`src/rtl/fir_decim_out.sv`:
```
// Integrate-and-dump decimator behind the FIR filter: sums DECIM samples, rounds,
// shifts and saturates to OUT_W bits, then queues results in a small output FIFO.
module fir_decim_out #(
  parameter int IN_W       = 16,
  parameter int OUT_W      = 8,
  parameter int DECIM      = 4,
  parameter int SHIFT      = 2,
  parameter int FIFO_DEPTH = 4
) (
  input  logic                          clk,
  input  logic                          reset,
  input  logic                          in_valid,
  input  logic [IN_W-1:0]               in_data,
  output logic                          out_valid,
  input  logic                          out_ready,
  output logic [OUT_W-1:0]              out_data,
  output logic [$clog2(FIFO_DEPTH):0]   fifo_count,
  output logic                          ovf,
  output logic                          sat,
  input  logic                          flag_clr
);

  localparam int ACC_W = IN_W + 4;
  localparam int SUM_W = ACC_W + 1;
  localparam int PTR_W = $clog2(FIFO_DEPTH);
  localparam int CNT_W = PTR_W + 1;
  localparam int PH_W  = 5;
  localparam logic [PH_W-1:0]  LAST_PHASE = PH_W'(DECIM - 1);
  localparam int               RND_POS    = (SHIFT > 0) ? SHIFT - 1 : 0;
  localparam logic [SUM_W-1:0] RND        = (SHIFT > 0) ? (SUM_W'(1) << RND_POS) : '0;
  localparam logic [SUM_W-1:0] OUT_MAX    = {{(SUM_W-OUT_W){1'b0}}, {OUT_W{1'b1}}};
  localparam logic [CNT_W-1:0] FULL       = CNT_W'(FIFO_DEPTH);

  logic [PH_W-1:0]  phase;
  logic [ACC_W-1:0] acc;
  logic [SUM_W-1:0] sum;
  logic [SUM_W-1:0] rounded;
  logic             dump;
  logic             clip;
  logic [OUT_W-1:0] result;

  logic             res_valid;
  logic [OUT_W-1:0] res_data;

  logic [OUT_W-1:0] mem [FIFO_DEPTH];
  logic [PTR_W-1:0] wr_ptr;
  logic [PTR_W-1:0] rd_ptr;
  logic [CNT_W-1:0] count;
  logic             pop;
  logic             push;
  logic             drop;

  // Phase 0 restarts the sum, so the old accumulator contents are ignored there.
  always_comb begin
    sum = SUM_W'(in_data);
    if (phase != '0) begin
      sum = sum + SUM_W'(acc);
    end
    rounded = (sum + RND) >> SHIFT;
    clip    = (rounded > OUT_MAX);
    result  = clip ? {OUT_W{1'b1}} : rounded[OUT_W-1:0];
    dump    = in_valid && (phase == LAST_PHASE);
  end

  always_ff @(posedge clk) begin
    if (reset) begin
      phase <= '0;
      acc   <= '0;
    end else if (in_valid) begin
      acc   <= sum[ACC_W-1:0];
      phase <= dump ? '0 : phase + PH_W'(1);
    end
  end

  always_ff @(posedge clk) begin
    if (reset) begin
      res_valid <= 1'b0;
      res_data  <= '0;
    end else begin
      res_valid <= dump;
      if (dump) begin
        res_data <= result;
      end
    end
  end

  // A full FIFO still takes the pending result when the head leaves on the same edge.
  assign pop  = (count != '0) && out_ready;
  assign push = res_valid && ((count != FULL) || pop);
  assign drop = res_valid && !push;

  always_ff @(posedge clk) begin
    if (!reset && push) begin
      mem[wr_ptr] <= res_data;
    end
  end

  always_ff @(posedge clk) begin
    if (reset) begin
      wr_ptr <= '0;
      rd_ptr <= '0;
      count  <= '0;
    end else begin
      if (push) begin
        wr_ptr <= wr_ptr + PTR_W'(1);
      end
      if (pop) begin
        rd_ptr <= rd_ptr + PTR_W'(1);
      end
      count <= count + CNT_W'(push) - CNT_W'(pop);
    end
  end

  // Sticky flags: a new event on the same edge as flag_clr keeps the flag set.
  always_ff @(posedge clk) begin
    if (reset) begin
      ovf <= 1'b0;
      sat <= 1'b0;
    end else begin
      if (drop) begin
        ovf <= 1'b1;
      end else if (flag_clr) begin
        ovf <= 1'b0;
      end
      if (dump && clip) begin
        sat <= 1'b1;
      end else if (flag_clr) begin
        sat <= 1'b0;
      end
    end
  end

  assign out_valid  = (count != '0);
  assign out_data   = out_valid ? mem[rd_ptr] : '0;
  assign fifo_count = count;

endmodule

```
`config.mk`:
```
export PLATFORM = sky130hd
export DESIGN_NAME = fir_decim_out
export DESIGN_NICKNAME = d
export VERILOG_FILES = /design/src/rtl/fir_decim_out.sv
export SDC_FILE = /design/constraint.sdc
export NUM_CORES = 1
export LEC_CHECK = 0
export BUFFER_PORTS_ARGS = -buffer_cell sky130_fd_sc_hd__buf_2
export CAP_MARGIN = 25
export CORE_UTILIZATION = 35
export CTS_CLUSTER_SIZE = 24
export DETAILED_ROUTE_END_ITERATION = 6
export GPL_ROUTABILITY_DRIVEN = 0
export HOLD_SLACK_MARGIN = 0.02
export PLACE_DENSITY = 0.62
export SKIP_LAST_GASP = 1
export SYNTH_ARGS = -nofsm -noshare
export SYNTH_HDL_FRONTEND = slang
export SYNTH_SLANG_ARGS = --single-unit
```
`constraint.sdc`:
```
create_clock -name clk -period 12.5 [get_ports clk]
set_clock_uncertainty 0.2 [all_clocks]
set_input_delay 1.25 -clock clk [delete_from_list [all_inputs] [get_ports clk]]
set_output_delay 1.25 -clock clk [all_outputs]
set_load 0.005 [all_outputs]
```
==> metrics.txt <==
crit-path max cell delay=around 0.47 ns; hold_sp=sat$_SDFFE_PP0P_; Die Y=around 120 um; flop2flop setup slack=8.16 ns; cts bufs inserted=9; Buf+Inv Stages, Crit Path=2; R2R Path End=res_data[5]$_SDFFE_PP0P_; Hold-fix buffers, CTS=0; FF-to-FF Start=acc[0]$_SDFFE_PP0P_; IO buf count=34; crit start category=primary input; CP Cell Sequence=buf_2 > ha_1 > inv_1 > fa_1 > nor2b_1 > o2111ai_1 > a311o_1 > a21oi_1 > mux2i_1 > and3_1 > nor4b_2 > mux2i_1 > a2111oi_2 > nand2_2 > o31a_1; EDFF count, synth=32; Crit path max-delay family=compound AO/OA/AOI/OAI gates; WP data required=between 10 and 15 ns; unrepaired setup endpoints after global routing=false; global route total overflow=0; Skew-Pair Late Insertion Delay=about 0.34 ns; Main synth FF type=dfxtp_1; htree depth=3; Final Setup Violations=0; Crit Path Class=in2reg; Worst EP arrival=5.06 ns; final design area excluding fillers=~5400 um^2; area post-placement=5100 um^2; worst hold path stage count=1; total track usage=between 15 and 20%; Cells after Synth=around 510; Slew Limit Fails=0; CTS Buffer Depth=2; Critical Path End Type=register; Routed Antenna Nets=0; Avg Cell Area, Syn=~9.5 um^2; placed insts=a little under 700; Slowest-stage cell, CP=a311o_1; critical-path maximum fanout=7; max cap viols=0; Vias/cell=between 5 and 6; area share of the largest cell type after synthesis=between 10% and 20%; min-delay worst type=reg2reg; postcts setup bufs=0; DR pass1 iterations=5; CTS sink cnt=between 70 and 80; most used cell, CP=mux2i_1; Max Clk Rate=about 200 MHz; Die Wd=roughly 120 um; Synth Warn #=0; Iteration-0 DRC Markers=between 200 and 250; area delta synth->final=12.3%; CORE AREA=approximately 13000 um^2; pwr/cell area=between 100 and 150 nW/um^2; pin count of the biggest net entering global routing=46; Area contributors post-synth=edfxtp_1, dfxtp_1, ha_1, nor2_1, mux2i_1; Leak Pwr=~2.1 nW; DP Wirelength=between 8 and 9 mm; Root Buffer=clkbuf_16; Fin. Hold Viols=0; DR WL/cell=~15 um; global-route wire length before repair=roughly 19 mm; antenna fix cells=0; Tmin final=5.03 ns; clk slew on worst S/H paths=approximately 0.060 ns; worst setup path start=in_data[0]; routed via count=approximately 3.9k; post-layout power=0.804 mW; Register-to-Register Path Depth=14; NumNets Final=between 500 and 600; top post-synthesis cells by count=nor2_1, dfxtp_1, nand2_1; ys async rst share=0%; Synthesized Nets=roughly 560; status=completed; Post-Route Setup TNS=0 ns; drt total wl=~11 mm; die area=between 10000 and 15000 um^2; max_slew headroom=around 42%; vias in the first global route=between 3k and 4k; library cells used by synthesis=a little under 70; Initial Utilization=~36%; DRC viols=0; final hold slack=roughly 0.27 ns; # resized after CTS=0; Hold EP=sat$_SDFFE_PP0P_; synthesized flop and latch total=77; Non-Filler Instances=a little over 700; cell area after synthesis=around 4800 um^2; Yosys top cell by area=edfxtp_1; count leader, synth=nor2_1; crit share post-route=about two fifths; standard-cell row count=between 40 and 50; CTS tree=built; slew of the pin with the lowest slew margin=about 0.87 ns; share of layout cells above drive strength 1=~15%; Layout fillers=around 1.3k; Peak VDD IR=about 66 uV; Top Ports=35; sequential area share after synthesis=a little under 40%; initial antenna violation count=0
[cells in the final DEF (no fill, tap or decap), drive strengths merged, types with 5 or more instances in the layout]
cell type  synthesis  final
a211oi            14     14
a21oi             32     32
a31oi              6      6
and2              19     19
and3               5      5
and4               5      5
buf                6     37
clkbuf            25     10
dfxtp             45     45
edfxtp            32     32
ha                24     24
inv               14     16
mux2i             22     22
mux4               8      8
nand2             36     36
nand2b             7      7
nand3             10     10
nand4              9      9
nor2              65     65
nor2b              6      6
nor3              10     10
nor4               5      5
o21ai             12     12
o31a               9      9
xnor2             14     14
xor2              11     11
[logic make-up (layout without fill, tap and decap cells)]
kind of cell | after synthesis | after routing | share of synthesized area (%)
buffers and inverters | 45 | 67 | 3.75
AO/OA/AOI/OAI | 111 | 111 | 16.3
adder cells (fa/ha/maj) | 26 | 26 | 7.07
XOR/XNOR | 25 | 25 | 4.55
multiplexers | 30 | 30 | 8.32
flip-flops | 77 | 77 | 38.7
AND/OR/NAND/NOR | 195 | 195 | 21.3
[per-stage QoR]
step / setup slack [ns] / util [%]
6_report: 7.47 / 40.5
5_1_grt: 7.10 / 40.5
4_1_cts: 7.48 / 40.5
3_5_place_dp: 7.14 / 38.2
3_3_place_gp: 7.29 / 38.2
2_1_floorplan: 7.76 / -
[sequential cells by signal, indices dropped and copies added (netlist names), named ones only]
name / cells
ovf: 1
mem: 32
wr_ptr: 2
res_data: 8
rd_ptr: 2
phase: 5
fifo_count: 3
res_valid: 1
sat: 1
acc: 20
[cell type report]
type	count	area (um^2)	area share [%]
Tap cell	176	220	4.08
Inverter	14	52.6	0.973
Clock buffer	10	229	4.24
Multi-Input combinational cell	387	2780	51.4
Clock inverter	6	70.1	1.30
Sequential cell	77	1860	34.5
Timing Repair Buffer	37	193	3.57
[layer usage]
metal / vias to the layer above / wire length, um / GRT usage, %
met4: 0 / 208 / 6.49
met1: 1858 / 5030 / 20.9
met3: 18 / 391 / 2.92
met2: 81 / 5220 / 28.3
li1: 1921 / - / -
met5: - / 0 / 0
[worst max-delay path by stage]
| stage | to | slack [ns] | cells after the start |
|---|---|---|---|
| after global placement | res_data[7]$_SDFFE_PP0P_ | 7.29 | 15 |
| after detailed placement | res_data[5]$_SDFFE_PP0P_ | 7.14 | 15 |
| after CTS | res_data[5]$_SDFFE_PP0P_ | 7.48 | 15 |
| after global routing | res_data[5]$_SDFFE_PP0P_ | 7.10 | 15 |
| after floorplan | res_data[1]$_SDFFE_PP0P_ | 7.76 | 14 |
| final | res_data[5]$_SDFFE_PP0P_ | 7.47 | 15 |
[power breakdown]
group	switching [mW]	internal, mW	leakage, nW
Sequential	0.0189	0.275	0.692
Clock	0.109	0.156	0.147
Combinational	0.130	0.115	1.25
Total	0.257	0.547	2.09
Power figures use the tool's default switching activity.
